<file path="src/rtl/uart_tx_arbiter.sv">
// Round-robin arbiter sharing one uart_tx between N_PORTS byte requesters.
// Define UART_TX_ARB_TAG_EN to emit a TAG_BASE+channel byte on every source switch.
module uart_tx_arbiter #(
    parameter int          N_PORTS   = 4,
    parameter int          MAX_BURST = 16,
    parameter logic [7:0]  TAG_BASE  = 8'hF0
) (
    input  logic                   clk,
    input  logic                   rst_n,
    input  logic [N_PORTS-1:0]     req,
    input  logic [8*N_PORTS-1:0]   req_data,
    output logic [N_PORTS-1:0]     ack,
    output logic                   tx_start,
    output logic [7:0]             tx_data,
    input  logic                   tx_busy,
    output logic [2:0]             grant_idx
);

    // state     | meaning
    // IDLE      | waiting for any request with the serializer idle
    // ARB       | round-robin pick starting at ptr
    // TAG       | send channel tag byte (tag build only)
    // TAG_WAIT  | wait for the tag byte to finish (tag build only)
    // DATA      | send one data byte from the granted lane, or release
    // DATA_WAIT | wait for the data byte to finish, then burst check
    typedef enum logic [2:0] {
        IDLE,
        ARB,
`ifdef UART_TX_ARB_TAG_EN
        TAG,
        TAG_WAIT,
`endif
        DATA,
        DATA_WAIT
    } state_t;

    localparam int PW = $clog2(N_PORTS);

    state_t          state_q, state_d;
    logic [PW-1:0]   ptr_q, ptr_d;
    logic [PW-1:0]   grant_q, grant_d;
    logic [7:0]      burst_cnt_q, burst_cnt_d;
    logic [7:0]      tx_data_q, tx_data_d;
    logic            wait_first_q, wait_first_d;
    logic [PW-1:0]   pick;
    logic            found;
    logic [PW:0]     scan;
    logic [7:0]      lane;
    logic            other_req;

`ifdef UART_TX_ARB_TAG_EN
    localparam int LW = $clog2(N_PORTS + 1);
    logic [LW-1:0]   last_src_q, last_src_d;
`endif

    function automatic logic [PW-1:0] inc_mod(input logic [PW-1:0] v);
        logic [PW:0] s;
        s = {1'b0, v} + (PW+1)'(1);
        if (s >= (PW+1)'(N_PORTS)) begin
            s = '0;
        end
        return s[PW-1:0];
    endfunction

    always_comb begin
        pick  = ptr_q;
        found = 1'b0;
        scan  = '0;
        for (int k = 0; k < N_PORTS; k++) begin
            scan = {1'b0, ptr_q} + (PW+1)'(k);
            if (scan >= (PW+1)'(N_PORTS)) begin
                scan = scan - (PW+1)'(N_PORTS);
            end
            if (!found && req[scan[PW-1:0]]) begin
                pick  = scan[PW-1:0];
                found = 1'b1;
            end
        end
    end

    always_comb begin
        lane = 8'h00;
        for (int i = 0; i < N_PORTS; i++) begin
            if (grant_q == PW'(i)) begin
                lane = req_data[8*i +: 8];
            end
        end
    end

    assign other_req = |(req & ~(N_PORTS'(1) << grant_q));

    always_comb begin
        state_d      = state_q;
        ptr_d        = ptr_q;
        grant_d      = grant_q;
        burst_cnt_d  = burst_cnt_q;
        tx_data_d    = tx_data_q;
        wait_first_d = wait_first_q;
        tx_start     = 1'b0;
        ack          = '0;
`ifdef UART_TX_ARB_TAG_EN
        last_src_d   = last_src_q;
`endif
        case (state_q)
            IDLE: begin
                if ((|req) && !tx_busy) begin
                    state_d = ARB;
                end
            end
            ARB: begin
                if (!(|req)) begin
                    state_d = IDLE;
                end else begin
                    grant_d = pick;
`ifdef UART_TX_ARB_TAG_EN
                    state_d = (LW'(pick) != last_src_q) ? TAG : DATA;
`else
                    state_d = DATA;
`endif
                end
            end
`ifdef UART_TX_ARB_TAG_EN
            TAG: begin
                tx_start     = 1'b1;
                tx_data_d    = TAG_BASE + 8'(grant_q);
                last_src_d   = LW'(grant_q);
                wait_first_d = 1'b1;
                state_d      = TAG_WAIT;
            end
            TAG_WAIT: begin
                if (wait_first_q) begin
                    wait_first_d = 1'b0;
                end else if (!tx_busy) begin
                    state_d = DATA;
                end
            end
`endif
            DATA: begin
                if (req[grant_q]) begin
                    tx_start     = 1'b1;
                    ack[grant_q] = 1'b1;
                    tx_data_d    = lane;
                    burst_cnt_d  = burst_cnt_q + 8'd1;
                    wait_first_d = 1'b1;
                    state_d      = DATA_WAIT;
                end else begin
                    ptr_d       = inc_mod(grant_q);
                    burst_cnt_d = 8'd0;
                    state_d     = IDLE;
                end
            end
            DATA_WAIT: begin
                // busy only rises the cycle after tx_start, so the first wait cycle is skipped
                if (wait_first_q) begin
                    wait_first_d = 1'b0;
                end else if (!tx_busy) begin
                    state_d = DATA;
                    if (burst_cnt_q == 8'(MAX_BURST)) begin
                        burst_cnt_d = 8'd0;
                        if (other_req) begin
                            ptr_d   = inc_mod(grant_q);
                            state_d = ARB;
                        end
                    end
                end
            end
            default: state_d = IDLE;
        endcase
    end

    assign tx_data   = tx_data_d;
    assign grant_idx = 3'(grant_q);

    always_ff @(posedge clk or negedge rst_n) begin
        if (!rst_n) begin
            state_q      <= IDLE;
            ptr_q        <= '0;
            grant_q      <= '0;
            burst_cnt_q  <= 8'd0;
            tx_data_q    <= 8'h00;
            wait_first_q <= 1'b0;
        end else begin
            state_q      <= state_d;
            ptr_q        <= ptr_d;
            grant_q      <= grant_d;
            burst_cnt_q  <= burst_cnt_d;
            tx_data_q    <= tx_data_d;
            wait_first_q <= wait_first_d;
        end
    end

`ifdef UART_TX_ARB_TAG_EN
    always_ff @(posedge clk or negedge rst_n) begin
        if (!rst_n) begin
            last_src_q <= LW'(N_PORTS);
        end else begin
            last_src_q <= last_src_d;
        end
    end
`endif

endmodule

</file>
<file path="config.mk">
export PLATFORM = sky130hd
export DESIGN_NAME = uart_tx_arbiter
export DESIGN_NICKNAME = d
export VERILOG_FILES = /design/src/rtl/uart_tx_arbiter.sv
export SDC_FILE = /design/constraint.sdc
export NUM_CORES = 1
export LEC_CHECK = 0
export CAP_MARGIN = 0
export CORE_MARGIN = 2
export CORE_UTILIZATION = 38
export CTS_CLUSTER_DIAMETER = 30
export DETAILED_ROUTE_END_ITERATION = 8
export PLACE_DENSITY_LB_ADDON = 0.1
export SYNTH_ARGS = -nofsm -noshare
export SYNTH_HDL_FRONTEND = slang
export SYNTH_SLANG_ARGS = --single-unit
</file>
<file path="constraint.sdc">
create_clock -name clk -period 5.4 [get_ports clk]
set_input_delay 1.08 -clock clk [delete_from_list [all_inputs] [get_ports clk]]
set_output_delay 1.08 -clock clk [all_outputs]
set_load 0.005 [all_outputs]
</file>
; ---- After elaboration in Yosys (flattened, before gate mapping)
; Cells that the tools add are included.
[totals]
regBits = 24
latch_bits = 0
mem_bits_rw = 0
romBits = 0
inputBits = 39
output_inout_bits = 16
word_cells = 117
n_memories = 0
[op_classes]
n_addsub = 9
mul = 0
n_div = 0
magnitude_cmp = 11
n_eq_ne = 14
n_shift = 1
muxes = 55
bitwise_logic = 2
reduce_logical = 19
[op_table]
columns = op, count
row1 = two-way mux 8 bit, 10
row2 = two-way mux 2 bit, 18
row3 = one-hot mux 8 bit (2 select lines), 1
row4 = less-than comparator 2 x 3 -> 1 bit (second input constant), 5
row5 = != test 2 bit (second input constant), 7
row6 = greater-or-equal comparator 3 bit (second input constant), 4
row7 = two-way mux 1 bit, 12
row8 = one-hot mux 3 bit (4 select lines), 1
row9 = binary-select mux 1 bit (select 2 bit), 5
row10 = two-way mux 3 bit, 3
row11 = adder 8 x 1 -> 8 bit (second input constant), 1
row12 = equality test 8 x 5 -> 1 bit (second input constant), 1
row13 = two-way mux 4 bit, 2
row14 = OR reduction 4 bit, 2
row15 = subtractor 2 x 1 -> 2 bit (second input constant), 4
row16 = adder 2 x 1 -> 3 bit (second input constant), 2
row17 = adder 2 x 2 -> 3 bit (second input constant), 2
row18 = equality test 3 x 2 -> 1 bit (second input constant), 2
row19 = AND reduction 6 bit, 1
row20 = logical AND 1 bit, 5
row21 = AND 4 bit, 1
row22 = equality test 2 bit (second input constant), 2
row23 = zero test 1 bit, 4
row24 = inverter 4 bit, 1
row25 = other kinds (14), 15

; ---- Depth between registers and ports, before layout
[depth]
ltp_word = 14
mapped_depth = 7
depth_no_buf = 6

; ---- Worst setup path before layout
; OpenSTA, ideal clock, no wires.
[synth_path]
kind = input-to-output
from = input req[3]
to = output tx_data[0]
arrival_ns = 2.195
required_time_ns = 4.320
path_slack_ns = 2.125
cell_stages = 7
n_path_buf = 2
cell_sequence = buf_6 mux4_2 nand2_4 inv_2 buf_2 nor2_1 a21oi_1
[synth_between]
elab_chain_cells = 4
[synth_lines]
columns = item, line_no
row1 = from (decl), 10  ; input logic [N_PORTS-1:0] req,
row2 = binary-select mux 1 bit (select 2 bit), 139  ; if (req[grant_q]) begin
row3 = two-way mux 1 bit (not written as such), 139
row4 = two-way mux 8 bit, 139
row5 = two-way mux 8 bit, 104  ; case (state_q)
row6 = to (decl), 14  ; output logic [7:0] tx_data,
; No other way between the ends. The select of a mux whose other input is x is not followed.

; ---- Worst setup path after layout
; Same ends and word-level chain as after synthesis.

==> results.ini <==
[outcome]
outcome = finished clean

[clock_tree]
cts_setup_buffers = 0
clock-sinks = 23
clock_tree_from_tritoncts = done
postCtsResizedCells = 0
cts_buffers = 3
cts_hold_buffers = 0
clock_tree.root_cell = sky130_fd_sc_hd__clkbuf_8
cts_htree_levels = 1
clkTransAtPathRegs_ns = 0.08
clock_path_buffers = 2
clk_latency_ns = 0.26

[routing]
drtIter0Drc = 80
drcViolationCount = 0
viasPerCell = 5.60
wl_per_cell_um = 15.7
route.final.wire_length_um = 4180
drt_pre_antenna_iters = 4
num_vias = 1490
postRouteAntennaNets = 0

[timing]
max_slew.worst_pin.slew_ns = 1.03
finalClockSkew_ns = 0.00303
final_min_period_over_clock_period_pct = 82.3
drv_slew = 0
min_clock_period_post_route_ns = 4.45
tns_ns = 0
finalHoldViolations = 0
worst_slew_margin_rel_pct = 31.1
achievable-frequency_mhz = 225
setup_viol = 0
rsz0062_at_grt = false
fin_hold_ws_ns = 0.506

[yosys]
ys_types = 42
synthesized_instance_count = 170
synth_adder_area_share_pct = 4.85
mappedNetlistNets = 215
yosys_most_used_dff = sky130_fd_sc_hd__dfrtp_1
synth_register_bits = 23
summed_instance_area_of_the_synthesized_netlist_um2 = 1550
combinational_family_with_the_most_area_after_synthesis = compound AO/OA/AOI/OAI gates
synthArstFlopShare_pct = 100
synth_seq_area_share_pct = 37.2
synthesis.yosys.warnings = 0
number_of_synthesized_flops_with_an_enable_pin = 0
multiplexer_area_fraction_after_synthesis_pct = 3.40
avgSynthCellArea_um2 = 9.10
synth-xor-area-share_pct = 0
share_of_the_synthesized_area_in_compound_gates_ao_oa_aoi_oai_pct = 29.6
yosys.area_share.simple_pct = 16.4

[setup_path]
worstPathArrival_ns = 3.37
end_of_the_worst_register_to_register_path = ptr_q[1]$_DFFE_PN0P_
cp_max_fo = 18
cp.required_ns = 4.32
worst_setup_path_startpoint = req[3]
reg2reg_setup_slack_ns = 3.14
reg2reg_from = grant_q[0]$_DFFE_PN0P_
worstRegToRegCells = 6
critPathKind = in2out
cp-start-kind = input pin
endpoint_kind = output port

[grt]
grt-ovfl-total = 0
grtUsageTotal_pct = 18.1
grt_pass1_vias = 1414
largest_net_degree_at_the_start_of_global_routing = 24
antenna_found_initial = 0
first_pass_grt_wire_length_um = 6360

[die]
die_width_um = 67.8
die-height_um = 67.8
die_area_um2 = 4600
initial_core_util_pct = 38.9
coreArea_um2 = 3970
io-pin-count = 55
num_rows = 23

[hold_path]
hold-path-endpoint = wait_first_q$_DFFE_PN0P_
min_path_type = reg2reg
timing.hold.worst.start = state_q[0]$_DFFE_PN0P_
hold_depth = 1

[place]
portBuffers = 53
post-dp-hpwl_um = 3130
place.gp.congestion = 0.855

[final_layout]
finish.net_count = 262
antenna_cells = 0
syn_to_final_growth_pct = 36.7
final_layout_size_suffix_gt1_share_pct = 7.87

[power_and_ir_drop]
power.share.clock_pct = 10.0
vdd.ir_drop.worst_mv = 0.184
p_seq_share_pct = 29.3
power_report.internal_total_mw = 0.620
power.combinational.fraction_pct = 60.7
total_switching_power_mw = 0.432
p_per_area_nw_per_um2 = 497
design_power_total_mw = 1.05
sw_frac_of_total_pct = 41.1
power_leakage_nw = 0.988

[flow_run]
timing.max_cap.violations = 0

[worst max path at each step]
stage                      end  depth (start not counted)
floorplan           tx_data[0]                          7
global placement    tx_data[0]                          7
detailed placement  tx_data[0]                          7
CTS                 tx_data[0]                          7
global route        tx_data[0]                          7
finish              tx_data[0]                          7
[flip-flops by register name (all words and copies together), names as in the netlist]
name and cells:
burst_cnt_q 8, ptr_q 2, grant_q 2, wait_first_q 1, tx_data_q 8, state_q 2
[Yosys cell counts, types with 4 or more instances]
master                     count  area (µm²)
sky130_fd_sc_hd__a211o_1       8        70.1
sky130_fd_sc_hd__a21oi_1      24         120
sky130_fd_sc_hd__a221oi_1      8        70.1
sky130_fd_sc_hd__a31oi_1       4        25.0
sky130_fd_sc_hd__and3_2        4        30.0
sky130_fd_sc_hd__clkbuf_1      6        22.5
sky130_fd_sc_hd__dfrtp_1      23         576
sky130_fd_sc_hd__ha_1          6        75.1
sky130_fd_sc_hd__inv_1        14        52.6
sky130_fd_sc_hd__nand2_1       5        18.8
sky130_fd_sc_hd__nor2_1       17        63.8
sky130_fd_sc_hd__o21ai_0       6        30.0
[cell usage in the layout (no fill, tap or decap), types with 2 or more instances in the layout]
| master | count |
|---|---|
| sky130_fd_sc_hd__nand2_1 | 5 |
| sky130_fd_sc_hd__and3_1 | 3 |
| sky130_fd_sc_hd__nand2b_1 | 2 |
| sky130_fd_sc_hd__o21ai_0 | 6 |
| sky130_fd_sc_hd__nor2b_1 | 2 |
| sky130_fd_sc_hd__a221oi_1 | 8 |
| sky130_fd_sc_hd__nor2_1 | 17 |
| sky130_fd_sc_hd__inv_1 | 14 |
| sky130_fd_sc_hd__and3_2 | 4 |
| sky130_fd_sc_hd__a211o_1 | 8 |
| sky130_fd_sc_hd__clkbuf_8 | 3 |
| sky130_fd_sc_hd__clkdlybuf4s50_1 | 53 |
| sky130_fd_sc_hd__and2b_2 | 2 |
| sky130_fd_sc_hd__o211a_1 | 3 |
| sky130_fd_sc_hd__ha_1 | 6 |
| sky130_fd_sc_hd__nor4_1 | 2 |
| sky130_fd_sc_hd__mux2_4 | 2 |
| sky130_fd_sc_hd__a21oi_1 | 24 |
| sky130_fd_sc_hd__o2111ai_1 | 2 |
| sky130_fd_sc_hd__a41oi_1 | 2 |
| sky130_fd_sc_hd__dfrtp_1 | 23 |
| sky130_fd_sc_hd__a31oi_1 | 4 |
| sky130_fd_sc_hd__a31o_2 | 2 |
| sky130_fd_sc_hd__nor3b_1 | 3 |
[metrics by stage]
stage	setup slack, ns	instances	utilization, %	cell area, µm²
after floorplan	2.13	170	-	1550
final	0.954	266	53.2	2110
after global placement	1.01	262	52.1	2070
after global routing	0.766	266	53.2	2110
after detailed placement	0.966	262	52.1	2070
after CTS	0.949	266	53.2	2110
[routing by layer]
layer  global-route usage (%)  part of all wire [%]  up-vias
met4                     7.50                   1.9        0
met5                        0                     0        -
met3                     2.83                   6.8        9
li1                         -                     -      718
met2                     29.7                    45       49
met1                     23.8                    46      714
[critical path: stages]
cell and delay, ns:
sky130_fd_sc_hd__clkdlybuf4s50_1 0.63, sky130_fd_sc_hd__mux4_2 0.40, sky130_fd_sc_hd__nand2_4 0.14, sky130_fd_sc_hd__inv_2 0.27, sky130_fd_sc_hd__nor2_1 0.08, sky130_fd_sc_hd__a21oi_1 0.21, sky130_fd_sc_hd__clkdlybuf4s50_1 0.55
[logic make-up (layout without fill, tap and decap cells)]
logic type | count (synthesis) | in the layout
other | 1 | 1
muxes | 3 | 3
and+or+nand+nor | 46 | 46
DFF | 23 | 23
buffers and inverters | 26 | 72
adders and majority gates | 6 | 6
AOI/OAI and AO/OA | 65 | 65
[power by group through the flow]
stage	sequential, mW	combinational, mW	clock [mW]
after global routing	0.318	0.703	0.115
final	0.308	0.638	0.105
after detailed placement	0.309	0.639	0
after CTS	0.306	0.641	0.109
after floorplan	0.293	0.412	0
after global placement	0.306	0.625	0
[final cells by class]
type / count / area [µm²]
clock buffer: 4 / 45.0
sequential: 23 / 576
timing repair buffer: 53 / 531
tap: 50 / 62.6
inverter: 15 / 56.3
multi-input combinational: 121 / 843
fill: 352 / 1860
Power figures use the tool's default switching activity.
